$ cat src/rtl/kb_pkg.sv
// rtl/kb_pkg.sv - shared constants, types and helpers for the PS/2 keyboard event queue
package kb_pkg;
   localparam logic [31:0] KB_DATA_ADDR = 32'hFFFF0000;
   localparam logic [31:0] KB_STAT_ADDR = 32'hFFFF0004;
   localparam logic [7:0]  SC_EXT       = 8'hE0;
   localparam logic [7:0]  SC_BRK       = 8'hF0;

   typedef struct packed {
      logic       brk;
      logic       ext;
      logic [7:0] code;
   } kb_event_t;

   typedef enum logic [1:0] {RX_IDLE, RX_DATA, RX_PAR, RX_STOP} rx_state_t;
   typedef enum logic [1:0] {D_IDLE, D_E0, D_F0, D_E0F0} dec_state_t;

   // PS/2 uses odd parity over data+parity, and the stop bit must be high.
   function automatic logic frame_ok(input logic [7:0] data, input logic par, input logic stop);
      return (^{par, data}) && stop;
   endfunction
endpackage

$ cat src/rtl/ps2_rx.sv
// rtl/ps2_rx.sv - PS/2 line synchronizer, falling-edge detector, frame receiver and timeout
module ps2_rx
   import kb_pkg::*;
#(
   parameter int TIMEOUT_CYC = 50000
) (
   input  logic       clk,
   input  logic       reset,
   input  logic       i_ps2_clk,
   input  logic       i_ps2_data,
   output logic       o_byte_valid,
   output logic [7:0] o_byte,
   output logic       o_frame_err
);
   localparam int TW = $clog2(TIMEOUT_CYC + 1);
   localparam logic [TW-1:0] TIMER_LAST = TW'(TIMEOUT_CYC - 1);

   logic [1:0] r_clk_sync;
   logic [1:0] r_data_sync;
   logic       r_clk_prev;
   rx_state_t  r_state;
   rx_state_t  w_state_next;
   logic [2:0] r_bit_idx;
   logic [7:0] r_shift;
   logic       r_par;
   logic [TW-1:0] r_timer;
   logic       w_fall;
   logic       w_data;
   logic       w_timeout;
   logic       w_done;
   logic       w_err;

   assign w_fall    = r_clk_prev & ~r_clk_sync[1];
   assign w_data    = r_data_sync[1];
   assign w_timeout = (r_state != RX_IDLE) && !w_fall && (r_timer == TIMER_LAST);

   always_ff @(posedge clk) begin
      if (reset) begin
         r_clk_sync  <= 2'b11;
         r_data_sync <= 2'b11;
         r_clk_prev  <= 1'b1;
      end else begin
         r_clk_sync  <= {r_clk_sync[0], i_ps2_clk};
         r_data_sync <= {r_data_sync[0], i_ps2_data};
         r_clk_prev  <= r_clk_sync[1];
      end
   end

   always_ff @(posedge clk) begin
      if (reset) r_state <= RX_IDLE;
      else       r_state <= w_state_next;
   end

   always_comb begin
      w_state_next = r_state;
      w_done       = 1'b0;
      w_err        = 1'b0;
      case (r_state)
         RX_IDLE: if (w_fall && !w_data) w_state_next = RX_DATA;
         RX_DATA: if (w_fall && r_bit_idx == 3'd7) w_state_next = RX_PAR;
         RX_PAR:  if (w_fall) w_state_next = RX_STOP;
         RX_STOP: begin
            if (w_fall) begin
               w_state_next = RX_IDLE;
               if (frame_ok(r_shift, r_par, w_data)) w_done = 1'b1;
               else                                  w_err  = 1'b1;
            end
         end
         default: w_state_next = RX_IDLE;
      endcase
      if (w_timeout) begin
         w_state_next = RX_IDLE;
         w_err        = 1'b1;
      end
   end

   always_ff @(posedge clk) begin
      if (reset) begin
         r_bit_idx    <= '0;
         r_shift      <= '0;
         r_par        <= 1'b0;
         r_timer      <= '0;
         o_byte_valid <= 1'b0;
         o_byte       <= '0;
         o_frame_err  <= 1'b0;
      end else begin
         o_byte_valid <= w_done;
         o_frame_err  <= w_err;
         if (w_done) o_byte <= r_shift;
         // Timer measures idle time since the most recent falling edge.
         if (r_state == RX_IDLE || w_fall || w_timeout) r_timer <= '0;
         else                                           r_timer <= r_timer + TW'(1);
         if (w_fall) begin
            case (r_state)
               RX_IDLE: r_bit_idx <= '0;
               RX_DATA: begin
                  r_shift   <= {w_data, r_shift[7:1]};
                  r_bit_idx <= r_bit_idx + 3'd1;
               end
               RX_PAR:  r_par <= w_data;
               default: ;
            endcase
         end
      end
   end
endmodule

$ cat src/rtl/kb_event_queue.sv
// rtl/kb_event_queue.sv - PS/2 keyboard controller: prefix decoder, event FIFO and bus registers
module kb_event_queue
   import kb_pkg::*;
#(
   parameter int FIFO_DEPTH  = 8,
   parameter int TIMEOUT_CYC = 50000
) (
   input  logic        clk,
   input  logic        reset,
   input  logic        ps2_clk,
   input  logic        ps2_data,
   input  logic        MemRead,
   input  logic [31:0] Address,
   output logic [31:0] DataOut,
   output logic [7:0]  leds
);
   localparam int AW = (FIFO_DEPTH > 1) ? $clog2(FIFO_DEPTH) : 1;

   logic       w_rx_valid;
   logic [7:0] w_rx_byte;
   logic       w_rx_err;
   dec_state_t r_dec;
   dec_state_t w_dec_next;
   logic       w_emit;
   kb_event_t  w_event;
   kb_event_t  r_mem [FIFO_DEPTH];
   logic [AW-1:0] r_wr_ptr;
   logic [AW-1:0] r_rd_ptr;
   logic [7:0] r_count;
   logic       r_ovf;
   logic       r_ferr;
   logic       w_rd_data;
   logic       w_rd_stat;
   logic       w_full;
   logic       w_not_empty;
   logic       w_pop;
   logic       w_push;
   logic       w_ovf_set;

   ps2_rx #(.TIMEOUT_CYC(TIMEOUT_CYC)) u_rx (
      .clk          (clk),
      .reset        (reset),
      .i_ps2_clk    (ps2_clk),
      .i_ps2_data   (ps2_data),
      .o_byte_valid (w_rx_valid),
      .o_byte       (w_rx_byte),
      .o_frame_err  (w_rx_err)
   );

   always_ff @(posedge clk) begin
      if (reset) r_dec <= D_IDLE;
      else       r_dec <= w_dec_next;
   end

   always_comb begin
      w_dec_next = r_dec;
      w_emit     = 1'b0;
      w_event    = '0;
      if (w_rx_err) begin
         w_dec_next = D_IDLE;
      end else if (w_rx_valid) begin
         if (w_rx_byte == SC_EXT) begin
            if (r_dec == D_IDLE) w_dec_next = D_E0;
         end else if (w_rx_byte == SC_BRK) begin
            if (r_dec == D_IDLE)    w_dec_next = D_F0;
            else if (r_dec == D_E0) w_dec_next = D_E0F0;
         end else begin
            w_emit       = 1'b1;
            w_event.code = w_rx_byte;
            w_event.ext  = (r_dec == D_E0) || (r_dec == D_E0F0);
            w_event.brk  = (r_dec == D_F0) || (r_dec == D_E0F0);
            w_dec_next   = D_IDLE;
         end
      end
   end

   assign w_rd_data   = MemRead && (Address == KB_DATA_ADDR);
   assign w_rd_stat   = MemRead && (Address == KB_STAT_ADDR);
   assign w_not_empty = (r_count != 8'd0);
   assign w_full      = (r_count == 8'(FIFO_DEPTH));
   assign w_pop       = w_rd_data && w_not_empty;
   // A pop in the same cycle frees the slot, so a full FIFO still accepts the push.
   assign w_push      = w_emit && (!w_full || w_pop);
   assign w_ovf_set   = w_emit && w_full && !w_pop;

   always_ff @(posedge clk) begin
      if (w_push) r_mem[r_wr_ptr] <= w_event;
   end

   always_ff @(posedge clk) begin
      if (reset) begin
         r_wr_ptr <= '0;
         r_rd_ptr <= '0;
         r_count  <= '0;
         r_ovf    <= 1'b0;
         r_ferr   <= 1'b0;
         leds     <= '0;
         DataOut  <= '0;
      end else begin
         if (w_push) begin
            r_wr_ptr <= r_wr_ptr + AW'(1);
            leds     <= w_event.code;
         end
         if (w_pop) r_rd_ptr <= r_rd_ptr + AW'(1);
         if (w_push && !w_pop)      r_count <= r_count + 8'd1;
         else if (w_pop && !w_push) r_count <= r_count - 8'd1;
         r_ovf  <= w_ovf_set | (r_ovf & ~w_rd_stat);
         r_ferr <= w_rx_err  | (r_ferr & ~w_rd_stat);
         if (w_rd_data)
            DataOut <= w_pop ? {21'b0, 1'b1, r_mem[r_rd_ptr]} : 32'd0;
         else if (w_rd_stat)
            DataOut <= {16'b0, r_count, 5'b0, r_ferr, r_ovf, w_not_empty};
         else
            DataOut <= 32'd0;
      end
   end
endmodule

$ cat config.mk
export PLATFORM = sky130hd
export DESIGN_NAME = kb_event_queue
export DESIGN_NICKNAME = d
export VERILOG_FILES = /design/src/rtl/kb_pkg.sv /design/src/rtl/ps2_rx.sv /design/src/rtl/kb_event_queue.sv
export SDC_FILE = /design/constraint.sdc
export NUM_CORES = 1
export LEC_CHECK = 0
export BUFFER_PORTS_ARGS = -buffer_cell sky130_fd_sc_hd__buf_2
export CAP_MARGIN = 20
export CORE_ASPECT_RATIO = 1.4
export CORE_MARGIN = 5
export CORE_UTILIZATION = 30
export DETAILED_ROUTE_END_ITERATION = 10
export PLACE_DENSITY = 0.49
export SLEW_MARGIN = 20
export SYNTH_ARGS = -nofsm -noshare
export SYNTH_HDL_FRONTEND = slang
export SYNTH_SLANG_ARGS = --single-unit
$ cat constraint.sdc
create_clock -name clk -period 5.1 [get_ports clk]
set_clock_uncertainty 0.2 [all_clocks]
set_input_delay 1.275 -clock clk [delete_from_list [all_inputs] [get_ports clk]]
set_output_delay 1.275 -clock clk [all_outputs]
set_load 0.02 [all_outputs]
==> results of run 1 <==
## metrics by stage
| stage | cells | hold WS [ns] |
|---|---|---|
| after floorplan | 586 | 0.189 |
| after global placement | 921 | 0.193 |
| after detailed placement | 921 | 0.194 |
| final | 953 | 0.211 |
| after global routing | 953 | 0.226 |
| after CTS | 953 | 0.211 |
## routing by layer
metal,vias to the layer above,GRT usage (%),share of wire (%)
met3,12,3.01,3.0
li1,2147,-,-
met4,0,3.88,1.3
met5,-,0,0
met1,2178,12.7,40
met2,55,21.0,56
## logic make-up (layout without fill, tap and decap cells)
| group | count (synthesis) | in the layout |
|---|---|---|
| compound gates | 44 | 44 |
| xor+xnor | 26 | 26 |
| fa+ha+maj | 17 | 17 |
| buf+inv | 52 | 113 |
| flops | 170 | 170 |
| mux | 58 | 58 |
| other cells | 1 | 16 |
| simple gates | 203 | 203 |
## path summary, 6_finish.rpt
kind / startpoint / endpoint / slack (ns)
worst min-delay path: u_rx.r_clk_sync[0]$_SDFF_PP1_ / u_rx.r_clk_sync[1]$_SDFF_PP1_ / 0.21
worst min register to register: u_rx.r_clk_sync[0]$_SDFF_PP1_ / u_rx.r_clk_sync[1]$_SDFF_PP1_ / 0.21
worst max-delay path: Address[30] / r_count[7]$_SDFFE_PP0P_ / 1.05
worst max register to register: r_count[2]$_SDFFE_PP0P_ / r_count[7]$_SDFFE_PP0P_ / 1.40
## worst max-delay path: stages
cell and delay (ns):
buf_2 0.08, nand4_1 0.09, nor4_1 0.44, nand4bb_1 0.28, a21boi_4 0.22, ha_1 0.18
inv_1 0.16, ha_1 0.31, a21oi_1 0.25, o2111ai_1 0.17, o211ai_1 0.14, mux2i_1 0.23
mux2_2 0.34
## layout make-up
type	instances	share of cell area, %
timing repair buffer	68	4.34
sequential	170	50.6
multi-input combinational	364	32.5
tap	306	4.61
clock inverter	14	2.21
clock buffer	18	5.16
inverter	13	0.587
## cell usage in the layout (no fill, tap or decap), types with 6 or more instances in the layout
cell	Yosys	layout
xor2_1	10	10
ha_1	16	16
a21oi_1	19	19
and2_1	15	15
conb_1	1	16
mux2i_1	34	34
nor3_1	8	8
buf_4	16	8
nor2_1	60	60
o21ai_0	9	9
nand4_1	6	6
nor4_1	6	6
xnor2_1	14	14
clkbuf_16	0	17
inv_1	13	13
edfxtp_1	80	80
mux4_2	20	20
dfxtp_1	90	89
nand3_1	14	14
buf_2	3	60
nand2_1	48	48
and3_1	7	7
## sequential cells by signal, summed over array words and instances, names as in the netlist, 3 cells and up, named ones only
register        count
DataOut            16
r_wr_ptr            3
leds                8
r_count             8
u_rx.o_byte         8
u_rx.r_timer       16
u_rx.r_bit_idx      3
r_rd_ptr            3
r_mem              80
u_rx.r_shift        8
## synthesized netlist by cell type (all sizes together) (4+ instances only)
cell    number  area share (%)
dfxtp       90              25
edfxtp      80              34
nor2        60             3.2
nand2       48             2.5
mux2i       34             4.8
buf         25             2.5
mux4        20             6.3
a21oi       19             1.3
ha          16             2.8
and2        15             1.3
clkbuf      14            0.74
nand3       14            0.98
xnor2       14             1.7
inv         13            0.69
xor2        10             1.2
nor3         9            0.70
o21ai        9            0.63
and3         7            0.62
nand4        6            0.53
nor4         6            0.53
nor2b        5            0.44
or2          5            0.44
mux2         4            0.63
nor4b        4            0.49
or3          4            0.35
## power groups by stage
stage               clock [mW]  combinational, mW  sequential, mW
global route              1.45             0.0473            1.42
floorplan                    0             0.0337            1.45
detailed placement           0             0.0436            1.45
global placement             0             0.0425            1.45
finish                    1.36             0.0434            1.42
CTS                       1.39             0.0437            1.42
==> impl_results.md, run 1 <==
- Status: completed
- Vias/cell: 4.61
- Final worst slack: 1.05 ns
- Synth warn: 0
- Boundary Pins: 77
- First-pass GRT wire length: 24,000 µm
- Switching Share: 21.3%
- Worst Tran Pin Value: 0.722 ns
- Layout cells sized above 1: 20.7%
- Total power: 2.82 mW
- #FFs+latches synth: 170
- Final Critical Period: 4.05 ns
- Post-CTS Setup Bufs: 0
- Vias: 4,392
- Nets: 688
- Number of buffers on the longest clock path: 2
- Pre-Repair DR Iteration Count: 4
- Dominant synthesized flop cell: dfxtp_1
- Routed WL per cell: 15.7 µm
- Seq pwr share: 50.3%
- Post-Syn Area: 7120 µm²
- Clock network power share: 48.1%
- Hold Crit Class: register to register
- GRT overflow: 0
- Post-synthesis compound-gate area fraction: 3.94%
- Clk pin slew, worst setup/hold paths: 0.07 ns
- Die area: 26,900 µm²
- Vias in the first global route: 4,537
- Num CTS Buffers: 17
- Number of synthesized flops with an enable pin: 80
- Rows: 66
- Die width: 140 µm
- Crit path capture type: register
- Syn avg cell area: 12.5 µm²
- Psw: 0.600 mW
- Worst hold stages: 1
- Post-synth cell types: 55
- R2R depth: 11
- CP required: 5.22 ns
- Synthesized-area fraction occupied by xor and xnor cells: 3.59%
- Antenna violations before repair: 0
- Placed Area: 7700 µm²
- Startpoint types: input pin
- Worst skew pair latency: 0.43 ns
- Design Area, Final: 8310 µm²
- GRT Util Overall: 11.4%
- Maximum VDD drop: 0.000259 V
- Logic pwr share: 1.5%
- Multi-input gate area: 2700 µm²
- Register area share after synthesis: 59.1%
- Final ANT Viol Nets: 0
- Post-Route Setup TNS: 0 ns
- Clk Tree Root Cell: clkbuf_16
- Final slew viol count: 0
- Layout area overhead: 16.8%
- Max_cap viols: 0
- Die Span Y: 192 µm
- Pwr/cell area: 339 nW/µm²
- Slew Limit Headroom: 51.8%
- CTS resizes: 0
- Post-synthesis simple-gate area fraction: 14.6%
- Post-synthesis mux area share: 11.7%
- DRC violations left: 0
- N_diodes: 0
- Cells after Synth: 571
- Post-Place Worst Slack: 0.599 ns
- Kind of critical path: input pin to register
- Post-CTS Hold Buffers: 0
- Register Area: 4210 µm²
- RePlAce Congestion: 0.791
- Combinational family with the most area after synthesis: simple AND/OR/NAND/NOR gates
- Synth Area in Adders: 3.09%
- RSZ-0062 raised after global routing: false
- H-tree levels: 4
- Core Area: 23,300 µm²
- Leakage dissipation: 3.17 nW
- Number of fill cells: 2,307
- Critical Path AT: 4.17 ns
- Fmax: 247 MHz
- Final wirelength: 14,900 µm
- Final HPWL DP: 10,300 µm
- CTS tree: done
- CTS Sinks: 170
- Final core occ: 35.7%
- Initial core utilization: 30.6%
- Max FO, Critical Path: 8
- # setup viols final: 0
- Largest net degree at the start of global routing: 54
- Async S/R FF share, synth: 0%
- Drt initial violations: 150
- Port bufs: 60
- Final worst path period share: 79.5%
- Final Hold Viols: 0
- Internal: 2.22 mW
No activity file was read; power rests on OpenSTA's default activity.
==> run 2, diff against run 1 <==
==> constraint.sdc (replaced) <==
create_clock -name clk -period 3.9 [get_ports clk]
set_clock_uncertainty 0.2 [all_clocks]
set_input_delay 0.975 -clock clk [delete_from_list [all_inputs] [get_ports clk]]
set_output_delay 0.975 -clock clk [all_outputs]
set_load 0.02 [all_outputs]
==> impl_results.md, run 2 (synthesized netlist as in run 1, its figures left out) <==
- Drt initial violations: 184 (+23%)
- Maximum VDD drop: 0.000300 V (+16%)
- Layout cells sized above 1: 22.7% (+2.0 points)
- Final worst path period share: 92.0%
- Antenna violations before repair: 0 (unchanged)
- Die area: 26,900 µm² (unchanged)
- Worst skew pair latency: 0.43 ns (about the same)
- Final Hold Viols: 0 (unchanged)
- Worst hold stages: 1 (unchanged)
- CTS resizes: 0 (unchanged)
- Rows: 66 (unchanged)
- Post-CTS Setup Bufs: 0 (unchanged)
- Largest net degree at the start of global routing: 29 (-46%)
- Startpoint types: input pin
- Number of fill cells: 2,325 (+0.78%)
- CP required: 4.02 ns (-1.20 ns)
- Die width: 140 µm (unchanged)
- Vias: 4,424 (+0.73%)
- Critical Path AT: 3.70 ns (-0.47 ns)
- Die Span Y: 192 µm (unchanged)
- RePlAce Congestion: 0.816 (+3.2%)
- CTS Sinks: 170 (unchanged)
- Psw: 0.816 mW (+36%)
- Pwr/cell area: 429 nW/µm² (+27%)
- Final worst slack: 0.311 ns (-0.737 ns)
- Crit path capture type: register
- Logic pwr share: 1.6% (about the same)
- Fmax: 279 MHz
- Final slew viol count: 0 (unchanged)
- Final HPWL DP: 10,700 µm (+3.5%)
- Final ANT Viol Nets: 0 (unchanged)
- # setup viols final: 0 (unchanged)
- GRT overflow: 0 (unchanged)
- Largest regs: r_mem x80, DataOut x16, u_rx.r_timer x16
- Switching Share: 22.6% (+1.3 points)
- Max FFs per register: 80 (unchanged)
- Leakage dissipation: 3.22 nW (+1.5%)
- Pre-Repair DR Iteration Count: 6 (+2)
- Vias in the first global route: 4,721 (+4.1%)
- Seq pwr share: 51.4% (+1.1 points)
- Status: completed
- Max FO, Critical Path: 8 (unchanged)
- Max_cap viols: 0 (unchanged)
- R2R depth: 12 (+1)
- Final core occ: 36.1% (+0.41 points)
- Post-CTS Hold Buffers: 0 (unchanged)
- Vias/cell: 4.59 (-0.32%)
- Worst r2r dst: r_count[7]$_SDFFE_PP0P_
- Internal: 2.79 mW (+26%)
- Hold path startpoint: u_rx.r_data_sync[0]$_SDFF_PP1_
- Clk pin slew, worst setup/hold paths: 0.07 ns (about the same)
- Num CTS Buffers: 17 (unchanged)
- Post-Place Worst Slack: -0.127 ns (-0.726 ns)
- DRC violations left: 0 (unchanged)
- Routed WL per cell: 15.6 µm (-0.28%)
- Worst Tran Pin Value: 1.01 ns (+0.287 ns)
- Final Critical Period: 3.59 ns
- First-pass GRT wire length: 24,200 µm (+0.81%)
- Core Area: 23,300 µm² (unchanged)
- Total power: 3.60 mW (+28%)
- Kind of critical path: input pin to register
- Hold Path Sink: u_rx.r_data_sync[1]$_SDFF_PP1_
- Clock network power share: 47.0% (-1.1 points)
- Hold Crit Class: register to register
- Boundary Pins: 77 (unchanged)
- Nets: 698 (+1.5%)
- Initial core utilization: 30.6% (unchanged)
- Port bufs: 60 (unchanged)
- Reg-to-Reg Start: r_count[2]$_SDFFE_PP0P_
- Reg with most FFs: r_mem
- Most common cell after layout, fill and taps aside: dfxtp_1
- Most frequent cells in the layout: 90 x dfxtp_1, 80 x edfxtp_1, 60 x nor2_1, 60 x buf_2, 48 x nand2_1
- Layout area overhead: 18.1%
- Final wirelength: 15,000 µm (+0.76%)
- H-tree levels: 4 (unchanged)
- N_diodes: 0 (unchanged)
- GRT Util Overall: 11.4% (+0.019 points)
- RSZ-0062 raised after global routing: false
- Slew Limit Headroom: 32.7% (-19 points)
- Clk Tree Root Cell: clkbuf_16
- Number of buffers on the longest clock path: 2 (unchanged)
- CTS tree: done
- R2R setup slack: 0.35 ns (-1.05 ns)
## run 2: critical path: stages
cell and delay, ns:
buf_2 0.10, nor4b_1 0.30, and4_1 0.27, nand4bb_1 0.20
a21boi_4 0.21, ha_4 0.16, inv_2 0.09, ha_1 0.39
nand3_1 0.15, o2111ai_1 0.21, o211ai_1 0.14, mux2i_1 0.18
mux2_2 0.34
## run 2: power by group through the flow
| stage | Sequential [mW] | Clock (mW) | Combinational, mW |
|---|---|---|---|
| after floorplan | 1.89 | 0 | 0.0443 |
| after detailed placement | 1.89 | 0 | 0.0564 |
| after global routing | 1.85 | 1.81 | 0.0627 |
| after CTS | 1.85 | 1.74 | 0.0566 |
| after global placement | 1.89 | 0 | 0.0551 |
| final | 1.85 | 1.70 | 0.0563 |
## run 2: how the worst max path moves through the flow
| stage | cells past startpoint | slack [ns] | start | endpoint |
|---|---|---|---|---|
| after floorplan | 14 | 0.02 | Address[1] | r_count[7]$_SDFFE_PP0P_ |
| after global placement | 13 | -0.06 | Address[1] | r_count[7]$_SDFFE_PP0P_ |
| after detailed placement | 13 | -0.13 | Address[1] | r_count[7]$_SDFFE_PP0P_ |
| after CTS | 13 | 0.31 | Address[1] | r_count[7]$_SDFFE_PP0P_ |
| after global routing | 13 | 0.08 | Address[1] | r_count[7]$_SDFFE_PP0P_ |
| final | 13 | 0.31 | Address[1] | r_count[7]$_SDFFE_PP0P_ |
## run 2: per-layer routing
| layer | routed length (µm) | GRT usage [%] | vias up |
|---|---|---|---|
| met3 | 406 | 2.39 | 29 |
| met2 | 8360 | 21.5 | 52 |
| li1 | - | - | 2176 |
| met5 | 0 | 0 | - |
| met4 | 360 | 4.74 | 0 |
| met1 | 5920 | 12.4 | 2167 |
## run 2: per-stage QoR
step / TNS [ns] / hold slack (ns) / cell area (µm²) / cells
after floorplan: 0 / 0.189 / 7210 / 586
after global placement: -0.0592 / 0.193 / 7810 / 931
after detailed placement: -0.127 / 0.192 / 7810 / 931
after CTS: 0 / 0.210 / 8410 / 963
after global routing: 0 / 0.236 / 8410 / 963
final: 0 / 0.211 / 8410 / 963
## run 2: layout make-up
cell class / instances / area, µm² / area share, %
timing repair buffer: 78 / 435 / 5.18
sequential: 170 / 4200 / 50.0
clock inverter: 15 / 175 / 2.08
inverter: 13 / 48.8 / 0.580
clock buffer: 17 / 425 / 5.06
tap: 306 / 383 / 4.55
multi-input combinational: 364 / 2740 / 32.5
==> run 3, diff against run 2 <==
--- a/config.mk
+++ b/config.mk
@@ -11,7 +11,7 @@
 export CORE_MARGIN = 5
 export CORE_UTILIZATION = 30
 export DETAILED_ROUTE_END_ITERATION = 10
-export PLACE_DENSITY = 0.49
+export PLACE_DENSITY = 0.51
 export SLEW_MARGIN = 20
 export SYNTH_ARGS = -nofsm -noshare
 export SYNTH_HDL_FRONTEND = slang
==> constraint.sdc (replaced) <==
create_clock -name clk -period 2.95 [get_ports clk]
set_clock_uncertainty 0.2 [all_clocks]
set_input_delay 0.7375 -clock clk [delete_from_list [all_inputs] [get_ports clk]]
set_output_delay 0.7375 -clock clk [all_outputs]
set_load 0.02 [all_outputs]
==> impl_results.md, run 3 (synthesized netlist as in run 1, its figures left out) <==
- Drt initial violations: 196 (+6.5%)
- Worst skew pair latency: 0.43 ns (about the same)
- Leakage dissipation: 3.52 nW (+9.4%)
- Crit path capture type: register
- Routed WL per cell: 15.4 µm (-1.1%)
- Port bufs: 60 (unchanged)
- Boundary Pins: 77 (unchanged)
- Placed Area: 8210 µm² (+5.1%)
- Vias: 4,535 (+2.5%)
- Clk pin slew, worst setup/hold paths: 0.07 ns (about the same)
- Psw: 1.02 mW (+25%)
- Fmax: 322 MHz
- Post-Route Setup TNS: -0.388 ns (-0.388 ns)
- Final core occ: 38.6% (+2.5 points)
- GRT Util Overall: 11.8% (+0.39 points)
- Core Area: 23,300 µm² (unchanged)
- Startpoint types: input pin
- # setup viols final: 4 (+4)
- Layout cells sized above 1: 29.1% (+6.4 points)
- Final Hold Slack: 0.210 ns (-0.000779 ns)
- Vias in the first global route: 4,785 (+1.4%)
- Logic pwr share: 1.6% (about the same)
- Post-Place Worst Slack: -0.661 ns (-0.534 ns)
- Nets: 736 (+5.4%)
- Fin cells: 1,001 (+3.9%)
- First-pass GRT wire length: 24,800 µm (+2.5%)
- Max_cap viols: 0 (unchanged)
- Die Span Y: 192 µm (unchanged)
- Num CTS Buffers: 17 (unchanged)
- Final wirelength: 15,500 µm (+2.8%)
- # placed instances: 963 (+3.4%)
- CP required: 3.07 ns (-0.95 ns)
- N_diodes: 0 (unchanged)
- CP max stage delay: 0.36 ns (-0.03 ns)
- Number of buffers on the longest clock path: 2 (unchanged)
- CP Cell Sequence: buf_2 -> nor4_1 -> and4_4 -> nand4bb_4 -> a21boi_4 -> ha_4 -> inv_8 -> ha_4 -> or3_1 -> o211ai_1 -> mux2i_1 -> mux2_2
- Reg with most FFs: r_mem
- Worst Tran Pin Value: 0.781 ns (-0.227 ns)
- Layout area overhead: 26.2%
- Die area: 26,900 µm² (unchanged)
- Final Hold Viols: 0 (unchanged)
- RSZ-0062 raised after global routing: true
- Clk Tree Root Cell: clkbuf_16
- Vias/cell: 4.53 (-1.4%)
- Status: finished, violations left
- Total power: 4.96 mW (+38%)
- Pwr/cell area: 552 nW/µm² (+29%)
- Design Area, Final: 8980 µm² (+6.9%)
- CTS Sinks: 170 (unchanged)
- Largest regs: r_mem x80, DataOut x16, u_rx.r_timer x16
- Max FFs per register: 80 (unchanged)
- Die width: 140 µm (unchanged)
- Critical Path AT: 3.22 ns (-0.48 ns)
- Pre-Repair DR Iteration Count: 4 (-2)
- Final HPWL DP: 11,300 µm (+6.0%)
- Failing checks: setup timing
- Rows: 66 (unchanged)
- Max FO, Critical Path: 8 (unchanged)
- Hold Crit Class: register to register
- Final ANT Viol Nets: 0 (unchanged)
- Most common cell after layout, fill and taps aside: dfxtp_1
- Initial core utilization: 30.6% (unchanged)
- Slew Limit Headroom: 47.8% (+15 points)
- Most frequent cells in the layout: 89 x dfxtp_1, 80 x edfxtp_1, 60 x nor2_1, 60 x buf_2, 49 x buf_4
- Largest delay share family, worst path: simple AND/OR/NAND/NOR gates
- Final worst slack: -0.152 ns (-0.462 ns)
- DRC violations left: 0 (unchanged)
- Final slew viol count: 0 (unchanged)
- CTS tree: done
- Largest net degree at the start of global routing: 51 (+76%)
- Seq pwr share: 49.4% (-2.0 points)
- H-tree levels: 4 (unchanged)
- Top cell by count, worst path: ha_4
- Internal: 3.94 mW (+41%)
- Final Critical Period: 3.10 ns
- GRT overflow: 0 (unchanged)
- RePlAce Congestion: 0.794 (-2.8%)
- Maximum VDD drop: 0.000396 V (+32%)
- Antenna violations before repair: 0 (unchanged)
- Final worst path period share: 105%
- Clock network power share: 49.0% (+2.0 points)
- WP buf/inv: 2 (unchanged)
- Kind of critical path: input pin to register
- Switching Share: 20.5% (-2.1 points)
- Slowest cell on crit path: or3_1
[run 3: layout make-up]
cell class	instances	area, µm²
Timing Repair Buffer	116	800
Clock buffer	19	443
Sequential cell	170	4210
Multi-Input combinational cell	364	2890
Clock inverter	13	205
Inverter	13	56.3
Tap cell	306	383
Fill cell	2272	14300
[run 3: path summary, 6_finish.rpt]
kind | slack [ns] | cells after the start | from | to
hold / removal | 0.21 | 1 | u_rx.r_data_sync[0]$_SDFF_PP1_ | u_rx.r_data_sync[1]$_SDFF_PP1_
hold reg to reg | 0.21 | 1 | u_rx.r_data_sync[0]$_SDFF_PP1_ | u_rx.r_data_sync[1]$_SDFF_PP1_
setup reg to reg | -0.14 | 11 | r_count[5]$_SDFFE_PP0P_ | r_count[7]$_SDFFE_PP0P_
setup / recovery | -0.15 | 12 | Address[9] | r_count[7]$_SDFFE_PP0P_
[run 3: what timing repair did]
item,CTS,global route
pin swaps,8,7
hold buffers,0,0
endpoints found under the setup margin,6,6
gates resized for setup,10,4
buffers inserted,2,4
[run 3: per-layer routing]
metal	share of wire (%)	global-route usage [%]	vias to the layer above
li1	-	-	2248
met1	38	12.2	2218
met2	57	23.0	52
met3	2.9	2.84	17
met4	1.5	4.36	0
met5	0	0	-
[run 3: power groups by stage]
stage               clock network (mW)  logic, mW  registers, mW
finish                            2.43     0.0787           2.45
global route                      2.59     0.0867           2.45
CTS                               2.50     0.0781           2.45
detailed placement                   0     0.0770           2.50
global placement                     0     0.0741           2.50
floorplan                            0     0.0588           2.50
